File: src/rtl/mcpu_regfile_sb.sv
`default_nettype none
// ============================================================================
//  Module   : mcpu_regfile_sb
//  Purpose  : MCPU register file with three combinational read ports, an
//             execute write-back port, a load-return port, optional
//             same-cycle bypass, optional hardwired-zero R0 and a per-register
//             scoreboard of outstanding loads for RAW hazard stalls.
//  Ports    : clk/rst          clock, synchronous active-high reset
//             op1/op2/op3      read addresses -> RegOp1/alu1/alu2
//             rd_use           per-port "operand consumed" (hazard check only)
//             wb_*             execute write-back (NORMAL/MOV/LOAD/NOP)
//             ld_rsv*          reserve a register for an outstanding load
//             ld_ret*          load data return
//             busy_vec         registered scoreboard
//             hazard           combinational RAW hazard indication
//             err              sticky protocol error
//  Revision : 1.0  initial release
// ============================================================================
module mcpu_regfile_sb #(
    parameter int WORD_SIZE         = 16,
    parameter int REGS_NUMBER_WIDTH = 4,
    parameter bit BYPASS            = 1'b1,
    parameter bit ZERO_REG          = 1'b0
) (
    input  logic                          clk,
    input  logic                          rst,
    input  logic [REGS_NUMBER_WIDTH-1:0]  op1,
    input  logic [REGS_NUMBER_WIDTH-1:0]  op2,
    input  logic [REGS_NUMBER_WIDTH-1:0]  op3,
    input  logic [2:0]                    rd_use,
    output logic [WORD_SIZE-1:0]          RegOp1,
    output logic [WORD_SIZE-1:0]          alu1,
    output logic [WORD_SIZE-1:0]          alu2,
    input  logic                          wb_en,
    input  logic [1:0]                    wb_cmd,
    input  logic [REGS_NUMBER_WIDTH-1:0]  wb_dst,
    input  logic [REGS_NUMBER_WIDTH-1:0]  wb_src,
    input  logic [WORD_SIZE-1:0]          wb_data,
    input  logic                          ld_rsv,
    input  logic [REGS_NUMBER_WIDTH-1:0]  ld_rsv_dst,
    input  logic                          ld_ret,
    input  logic [REGS_NUMBER_WIDTH-1:0]  ld_ret_dst,
    input  logic [WORD_SIZE-1:0]          ld_ret_data,
    output logic [(1<<REGS_NUMBER_WIDTH)-1:0] busy_vec,
    output logic                          hazard,
    output logic                          err
);

    localparam int REGISTERS_NUMBER = 1 << REGS_NUMBER_WIDTH;
    localparam logic [1:0] CMD_MOV  = 2'b01;
    localparam logic [1:0] CMD_NOP  = 2'b11;

    logic [WORD_SIZE-1:0]        regs_q [REGISTERS_NUMBER];
    logic [WORD_SIZE-1:0]        regs_d [REGISTERS_NUMBER];
    logic [REGISTERS_NUMBER-1:0] busy_q, busy_d;
    logic [REGISTERS_NUMBER-1:0] stale_q, stale_d;
    logic                        err_q, err_d;

    logic                        w_wb_write;
    logic                        w_wb_byp;
    logic [WORD_SIZE-1:0]        w_wb_value;
    logic                        w_ret_valid;
    logic                        w_ret_accept;
    logic                        w_ret_apply;
    logic                        w_rsv_valid;

    // Accesses to R0 vanish entirely when it is hardwired to zero.
    function automatic logic is_r0_blocked(input logic [REGS_NUMBER_WIDTH-1:0] a);
        return ZERO_REG && (a == '0);
    endfunction

    assign w_wb_write   = wb_en && (wb_cmd != CMD_NOP) && !is_r0_blocked(wb_dst);
    // Only NORMAL/LOAD data is on a wire this cycle; MOV data comes from the array.
    assign w_wb_byp     = w_wb_write && (wb_cmd != CMD_MOV);
    assign w_wb_value   = (wb_cmd == CMD_MOV) ? regs_q[wb_src] : wb_data;
    assign w_ret_valid  = ld_ret && !is_r0_blocked(ld_ret_dst);
    assign w_ret_accept = w_ret_valid && busy_q[ld_ret_dst];
    // A younger write-back to the same register makes the returning data stale.
    assign w_ret_apply  = w_ret_accept && !stale_q[ld_ret_dst]
                          && !(w_wb_write && (wb_dst == ld_ret_dst));
    assign w_rsv_valid  = ld_rsv && !is_r0_blocked(ld_rsv_dst);

    // Next-state computation: array, scoreboard and error flag.
    always_comb begin
        regs_d  = regs_q;
        busy_d  = busy_q;
        stale_d = stale_q;
        err_d   = err_q;

        if (w_ret_apply) begin
            regs_d[ld_ret_dst] = ld_ret_data;
        end
        if (w_wb_write) begin
            regs_d[wb_dst] = w_wb_value;
            if (busy_q[wb_dst]) begin
                stale_d[wb_dst] = 1'b1;
            end
        end
        if (w_ret_valid) begin
            if (busy_q[ld_ret_dst]) begin
                busy_d[ld_ret_dst]  = 1'b0;
                stale_d[ld_ret_dst] = 1'b0;
            end else begin
                err_d = 1'b1;
            end
        end
        // Reservation comes last so a same-cycle return+reserve re-arms busy.
        if (w_rsv_valid) begin
            if (busy_q[ld_rsv_dst] && !(w_ret_accept && (ld_ret_dst == ld_rsv_dst))) begin
                err_d = 1'b1;
            end else begin
                busy_d[ld_rsv_dst]  = 1'b1;
                stale_d[ld_rsv_dst] = 1'b0;
            end
        end
    end

    always_ff @(posedge clk) begin
        if (rst) begin
            for (int i = 0; i < REGISTERS_NUMBER; i++) begin
                regs_q[i] <= '0;
            end
            busy_q  <= '0;
            stale_q <= '0;
            err_q   <= 1'b0;
        end else begin
            regs_q  <= regs_d;
            busy_q  <= busy_d;
            stale_q <= stale_d;
            err_q   <= err_d;
        end
    end

    // Read ports and hazard detection.
    logic [REGS_NUMBER_WIDTH-1:0] w_rd_addr [3];
    logic [WORD_SIZE-1:0]         w_rd_data [3];
    logic [2:0]                   w_rd_haz;

    assign w_rd_addr[0] = op1;
    assign w_rd_addr[1] = op2;
    assign w_rd_addr[2] = op3;

    always_comb begin
        for (int p = 0; p < 3; p++) begin
            w_rd_data[p] = regs_q[w_rd_addr[p]];
            w_rd_haz[p]  = rd_use[p] && busy_q[w_rd_addr[p]];
            if (BYPASS) begin
                if (w_wb_byp && (w_rd_addr[p] == wb_dst)) begin
                    w_rd_data[p] = wb_data;
                end else if (w_ret_apply && (w_rd_addr[p] == ld_ret_dst)) begin
                    // The returning load satisfies this operand right now.
                    w_rd_data[p] = ld_ret_data;
                    w_rd_haz[p]  = 1'b0;
                end
            end
            if (is_r0_blocked(w_rd_addr[p])) begin
                w_rd_data[p] = '0;
            end
        end
    end

    assign RegOp1   = w_rd_data[0];
    assign alu1     = w_rd_data[1];
    assign alu2     = w_rd_data[2];
    assign hazard   = |w_rd_haz;
    assign busy_vec = busy_q;
    assign err      = err_q;

endmodule
`default_nettype wire

File: config.mk
export PLATFORM = sky130hd
export DESIGN_NAME = mcpu_regfile_sb
export DESIGN_NICKNAME = d
export VERILOG_FILES = /design/src/rtl/mcpu_regfile_sb.sv
export SDC_FILE = /design/constraint.sdc
export NUM_CORES = 1
export LEC_CHECK = 0
export BUFFER_PORTS_ARGS = -buffer_cell sky130_fd_sc_hd__clkbuf_2
export CAP_MARGIN = 20
export CELL_PAD_IN_SITES_DETAIL_PLACEMENT = 2
export CELL_PAD_IN_SITES_GLOBAL_PLACEMENT = 2
export CORE_UTILIZATION = 41
export DETAILED_ROUTE_END_ITERATION = 8
export PLACE_DENSITY_LB_ADDON = 0.05
export SKIP_LAST_GASP = 1
export SYNTH_ARGS = -nofsm -noshare
export SYNTH_HDL_FRONTEND = slang
export SYNTH_SLANG_ARGS = --single-unit
File: constraint.sdc
create_clock -name clk -period 3.6 [get_ports clk]
set_input_delay 0.72 -clock clk [delete_from_list [all_inputs] [get_ports clk]]
set_output_delay 0.72 -clock clk [all_outputs]
set_load 0.01 [all_outputs]
Word level (Yosys, flattened, before mapping). Index checks and enable logic that the tools add are counted.

$lt $le $gt $ge: 17. Reductions and logical operators: 26. Bitwise operators: 13. Mux-type cells: 67. Equal/unequal tests: 11.

Operator list (count): $bwmux 256 (2); $mux 256 (2); $mux 16 (27); $bmux 16 s4 (4); $demux 16 s4 (2); $and 16x16->16 (3); $eq 4x4->1 (8); $not 16->16 (2); $or 16x16->16 (2); $ge 5x5->1 const B (6); $lt 4x5->1 const B (6); $not 4->5 (6); $bmux 1 s4 (7); $logic_and 1x1->1 (22); $mux 1 (20); $demux 1 s4 (3); $ge 4x1->1 const B (3); $lt 5x1->1 const B (2); $logic_not 1->1 (3); $reduce_or 3->1 (1); $eq 2x1->1 const B (1); $ne 2x1->1 const B (1); $ne 2x2->1 const B (1).

Logic and storage cells: 153. Input port bits: 70. Flip-flop bits (word level): 289. Output and inout bits: 66.

Longest topological paths before layout.
Word-level depth: 13. Gate-level depth with buffers: 12. Gate-level depth less buffers: 6.

Worst setup path after synthesis. OpenSTA, ideal clock, no wires.

Kind: input -> output. From: in ld_ret_dst[1]. To: out alu2[4]. Path slack: 0.175 ns. Stages on the path: 10. Path buffers: 4. Data required time: 2.880 ns. Arrival time: 2.705 ns. Path through: buf_6 mux2_1 a32o_2 nor4_4 buf_6 o211ai_1 buf_2 buf_6 mux2i_1 a21oi_1.

Cells in the longest elaborated chain, start to end: 8. Elaborated cells between the ends (all ways): 15. Those cells by class: 2 x eq/ne; 6 x mux; 7 x reduce/logical.

Ends and longest elaborated chain: start: declaration (RTL line 42) `input logic [REGS_NUMBER_WIDTH-1:0] ld_ret_dst,`; $bmux 1 s4, on equally long branches (RTL line 77, 79); $mux 1, on equally long branches (RTL line 77, 79); $logic_and 1x1->1 or $logic_not 1->1 (tied branches) (RTL line 77, 79); $logic_and 1x1->1 (RTL line 79) `assign w_ret_apply = w_ret_accept && !stale_q[ld_ret_dst]`; $logic_and 1x1->1 (RTL line 80) `&& !(w_wb_write && (wb_dst == ld_ret_dst));`; $logic_and 1x1->1 * (RTL line 150) `end else if (w_ret_apply && (w_rd_addr[p] == ld_ret_dst)) begin`; $mux 16 * (RTL line 150); $mux 16 * (RTL line 148) `if (w_wb_byp && (w_rd_addr[p] == wb_dst)) begin`; end: declaration (RTL line 33) `output logic [WORD_SIZE-1:0] alu2,`.

Mark *: on every way between the ends. The rest lies on a longest branch, timed or not. The select of a mux whose other input is x is not followed.

Worst setup path after layout.
From: reg stale_q[4]. To: out alu1[13].

Cells in the longest elaborated chain, start to end: 8.

Ends and longest elaborated chain: start: declaration (RTL line 56) `logic [REGISTERS_NUMBER-1:0] stale_q, stale_d;`; start signal: assignment (RTL line 129) `stale_q <= stale_d;`; $bmux 1 s4 (RTL line 79); $mux 1 (implied by the code) (RTL line 79); $logic_not 1->1 (RTL line 79); $logic_and 1x1->1 (RTL line 79); $logic_and 1x1->1 (RTL line 80); $logic_and 1x1->1 (RTL line 150); $mux 16 (RTL line 150); $mux 16 (RTL line 148); end: declaration (RTL line 32) `output logic [WORD_SIZE-1:0] alu1,`.

No other way between the ends. The select of a mux whose other input is x is not followed.

==> impl_summary.log <==
[metrics] routed via count divided by cell count: 7.50
[metrics] number of instances in the synthesized netlist: 2335
[metrics] endpoint of the lowest-slack register-to-register path: regs_q[183]$_SDFF_PP0_
[metrics] clock sink count: 289
[metrics] worst hold slack: 0.525 ns
[metrics] Post-Synthesis Mean Instance Area: 9.97 um^2
[metrics] violated checks: negative setup slack
[metrics] Hold Path Cell Cnt: 2
[metrics] Post-route DRC: 0
[metrics] leading area contributor after synthesis: mux4_2
[metrics] number of buffers created by CTS: 39
[metrics] Crit path required time: 2.88 ns
[metrics] Warnings, synthesis: 0
[metrics] power per cell area: 340 nW/um^2
[metrics] share of post-route cells with drive strength above 1: 0.314
[metrics] Post-Syn Nets: approximately 2400
[metrics] via count of the first global-routing pass: 25300
[metrics] worst r2r path cells: 9
[metrics] TritonCTS clock tree: yes
[metrics] maximum fanout along the worst path: 5
[metrics] final number of max-transition violations: 0
[metrics] status: complete, but fails checks
[metrics] hold path endpoint: regs_q[144]$_SDFF_PP0_
[metrics] cell family with most CP delay: buffers and inverters
[metrics] minimum setup slack after placement: -0.205 ns
[metrics] number of input and output port buffers inserted: around 140
[metrics] Max-Slew Margin vs Limit: 0.324
[metrics] launch point of the worst reg-to-reg path: stale_q[4]$_SDFF_PP0_
[metrics] async set or reset register ratio after synthesis: 0
[metrics] starting density of the core: 0.419
[metrics] clock buffer depth: 3
[metrics] mapped cell area: about 23000 um^2
[metrics] DRT Wirelength: ~130000 um
[metrics] flop and latch count out of synthesis: slightly below 300
[metrics] final worst-path cycle share: 1.02
[metrics] worst hold path type: reg2reg
[metrics] delay contributed by the slowest stage of the critical path: 0.33 ns
[metrics] Die Span Y: 240 um
[metrics] Max Clk Rate: 273 MHz
[metrics] cell types occupying the most area after synthesis: mux4_2 25%, dfxtp_1 25%, mux2i_1 13%
[metrics] CP max-delay cell: dfxtp_2
[metrics] width of the die: about 240 um
[metrics] final design area excluding fillers: 27400 um^2
[metrics] Final TNS setup: -0.124 ns
[metrics] number of optimization iterations in the first detailed-route pass: 8
[metrics] later-pin clock latency in the skew report: 0.59 ns
[metrics] unrepaired setup endpoints after global routing: true
[metrics] library cell used as clock root buffer: clkbuf_16
[metrics] type of the worst setup path: reg2out
[metrics] clock input transition at the sequential cells of the worst setup and hold paths: 0.06 ns
[metrics] routed wirelength normalized by instance count: between 30 and 40 um
[metrics] DP Area: 25800 um^2
[metrics] element type at the critical path start: flip-flop
[metrics] count of endpoints failing hold in the final timing report: 0
[metrics] overall fraction of global-route tracks in use: 0.440
[metrics] number of nets at the end of the flow: 2535
[metrics] initial antenna violation count: 2
[metrics] number of fillers in the final layout: 5706
[metrics] commonest cells after routing, fill and taps aside: 304 x mux2i_1, 285 x dfxtp_1, 261 x mux4_2, 202 x nand2_1, 199 x buf_4
[metrics] via count: roughly 24000
[metrics] predominant post-synthesis flop cell: dfxtp_1
[metrics] Hold Path Origin: regs_q[144]$_SDFF_PP0_
[metrics] floorplan die area: 57700 um^2
[metrics] Site Rows: 86
[metrics] number of enable-type register cells in the synthesized netlist: 0
[metrics] setup skew after layout: 0.0236 ns
[metrics] CTS H-Tree Depth: 2
[metrics] Max VDD drop: 0.289 mV
[metrics] Area growth, synth to finish: 17.8%
[metrics] Critical Path AT: 2.94 ns
[metrics] count of boundary I/O pins: approximately 140
[metrics] CP Buf/Inv Count: 4
[metrics] core region area: 55600 um^2
[metrics] half-perimeter wire length after placement: 85700 um
[metrics] leading cell type in the layout, fill and taps excluded: mux2i_1
[metrics] time the final worst path needs with I/O delays and setup: between 3 and 4 ns
[metrics] count of unique library cells instantiated by Yosys: 63
[metrics] Setup WS post-layout: -0.0622 ns
[metrics] CP dominant cell by count: buf_4
[metrics] leakage power figure: 11.1 nW
[metrics] part of the Yosys area used for sequential elements: 0.248
[metrics] setup slack on the worst flop-to-flop path: 0.94 ns
[metrics] wire length of the first global-routing pass: between 150000 and 200000 um
[metrics] pin count of the biggest net entering global routing: 117
[metrics] Final setup violation count: 4
[metrics] Worst Max-Slew Pin Slew: 1.01 ns
[metrics] proportion of netlist area held by the largest area contributor: 0.252
[metrics] crit end category: primary output
[metrics] remaining global-route overflow: 0
[metrics] number of violations reported at the end of detailed-routing iteration 0: 2831
[metrics] antenna-violating nets left: 0
[metrics] global placement routability congestion: about 0.95
[metrics] number of maximum-capacitance violations: 0
[metrics] crit path cell chain: mux2_4, a32o_2, nor4_4, buf_4, o211ai_1, buf_4, clkbuf_16, mux2i_1, a21oi_1, clkbuf_2
layout make-up:
cell class	count	area, um^2	area share
Antenna cell	1	2.50	0.0000913
Clock buffer	54	1130	0.0414
Clock inverter	14	208	0.00757
Inverter	3	11.3	0.000411
Multi-Input combinational cell	1759	16200	0.592
Sequential cell	289	5790	0.211
Tap cell	748	936	0.0341
Timing Repair Buffer	373	3100	0.113
how the worst max path moves through the flow:
stage	startpoint	endpoint	slack [ns]	depth (start not counted)
4_1_cts	ld_ret_dst[1]	alu2[8]	-0.07	12
3_3_place_gp	ld_ret_dst[1]	alu1[13]	-0.09	9
3_5_place_dp	ld_ret_dst[1]	alu2[8]	-0.21	10
6_report	stale_q[4]$_SDFF_PP0_	alu1[13]	-0.06	10
5_1_grt	stale_q[7]$_SDFF_PP0_	alu2[8]	-0.07	10
2_1_floorplan	ld_ret_dst[1]	alu2[4]	0.18	10
metrics by stage:
stage / power (mW) / instances / utilization
after CTS: 9.26 / 3233 / 0.490
after global routing: 9.49 / 3240 / 0.493
after floorplan: 4.31 / 2335 / -
after global placement: 4.99 / 3160 / 0.464
final: 9.32 / 3241 / 0.493
after detailed placement: 5.04 / 3160 / 0.464
worst min-delay path, delay by kind of cell (launching register included):
family / cells / cell delay, ns
AND/OR/NAND/NOR: 1 / 0.07
flip-flops: 1 / 0.34
AO/OA/AOI/OAI: 1 / 0.06
repair_timing:
| item | in CTS | in global routing |
|---|---|---|
| setup buffers | 4 | 5 |
| resized for setup | 12 | 43 |
| setup endpoints to repair | 48 | 48 |
| gates cloned | 1 | 2 |
| hold endpoints to repair | 0 | 0 |
| hold buffers | 0 | 0 |
| pin swaps | 20 | 14 |
per-layer routing:
metal  GRT usage  share of wire  vias to the layer above
met2       0.657           0.44                     1715
met5           0       0.000086                        -
met1       0.574           0.39                    12700
li1            -              -                     9425
met4       0.252          0.062                        2
met3       0.118           0.11                      484
power by group:
group / total [mW] / leakage (nW) / internal, mW / switching (mW)
Combinational: 1.74 / 8.11 / 0.634 / 1.11
Sequential: 3.32 / 2.34 / 3.25 / 0.0715
Clock: 4.26 / 0.655 / 2.56 / 1.70
synthesized netlist by cell type (7+ instances only):
master	number
a211oi_1	83
a21oi_1	157
a221oi_1	52
a22oi_1	8
a2bb2oi_1	13
a311oi_1	55
a31o_2	13
a31oi_1	18
and2_1	19
and3_1	12
buf_1	10
buf_2	47
buf_4	31
buf_6	19
clkbuf_1	173
dfxtp_1	289
mux2_2	13
mux2i_1	309
mux4_2	261
nand2_1	202
nand2b_1	7
nand3_1	33
nand3_2	9
nor2_1	135
nor2b_1	90
nor3_1	11
o21ai_0	7
o22ai_1	131
or2_2	13
xnor2_1	15
xor2_1	17
flip-flops by register name, summed over array words and instances, names as in the netlist:
| register | flops |
|---|---|
| busy_vec | 16 |
| err | 1 |
| stale_q | 16 |
| regs_q | 256 |
cell families after synthesis:
family | count (synthesis) | share of synthesized area
flops | 289 | 0.248
buf+inv | 287 | 0.0608
xor+xnor | 32 | 0.0120
simple gates | 557 | 0.115
mux | 584 | 0.392
compound gates | 586 | 0.172
Note: power is estimated with default switching activity, not from simulation.
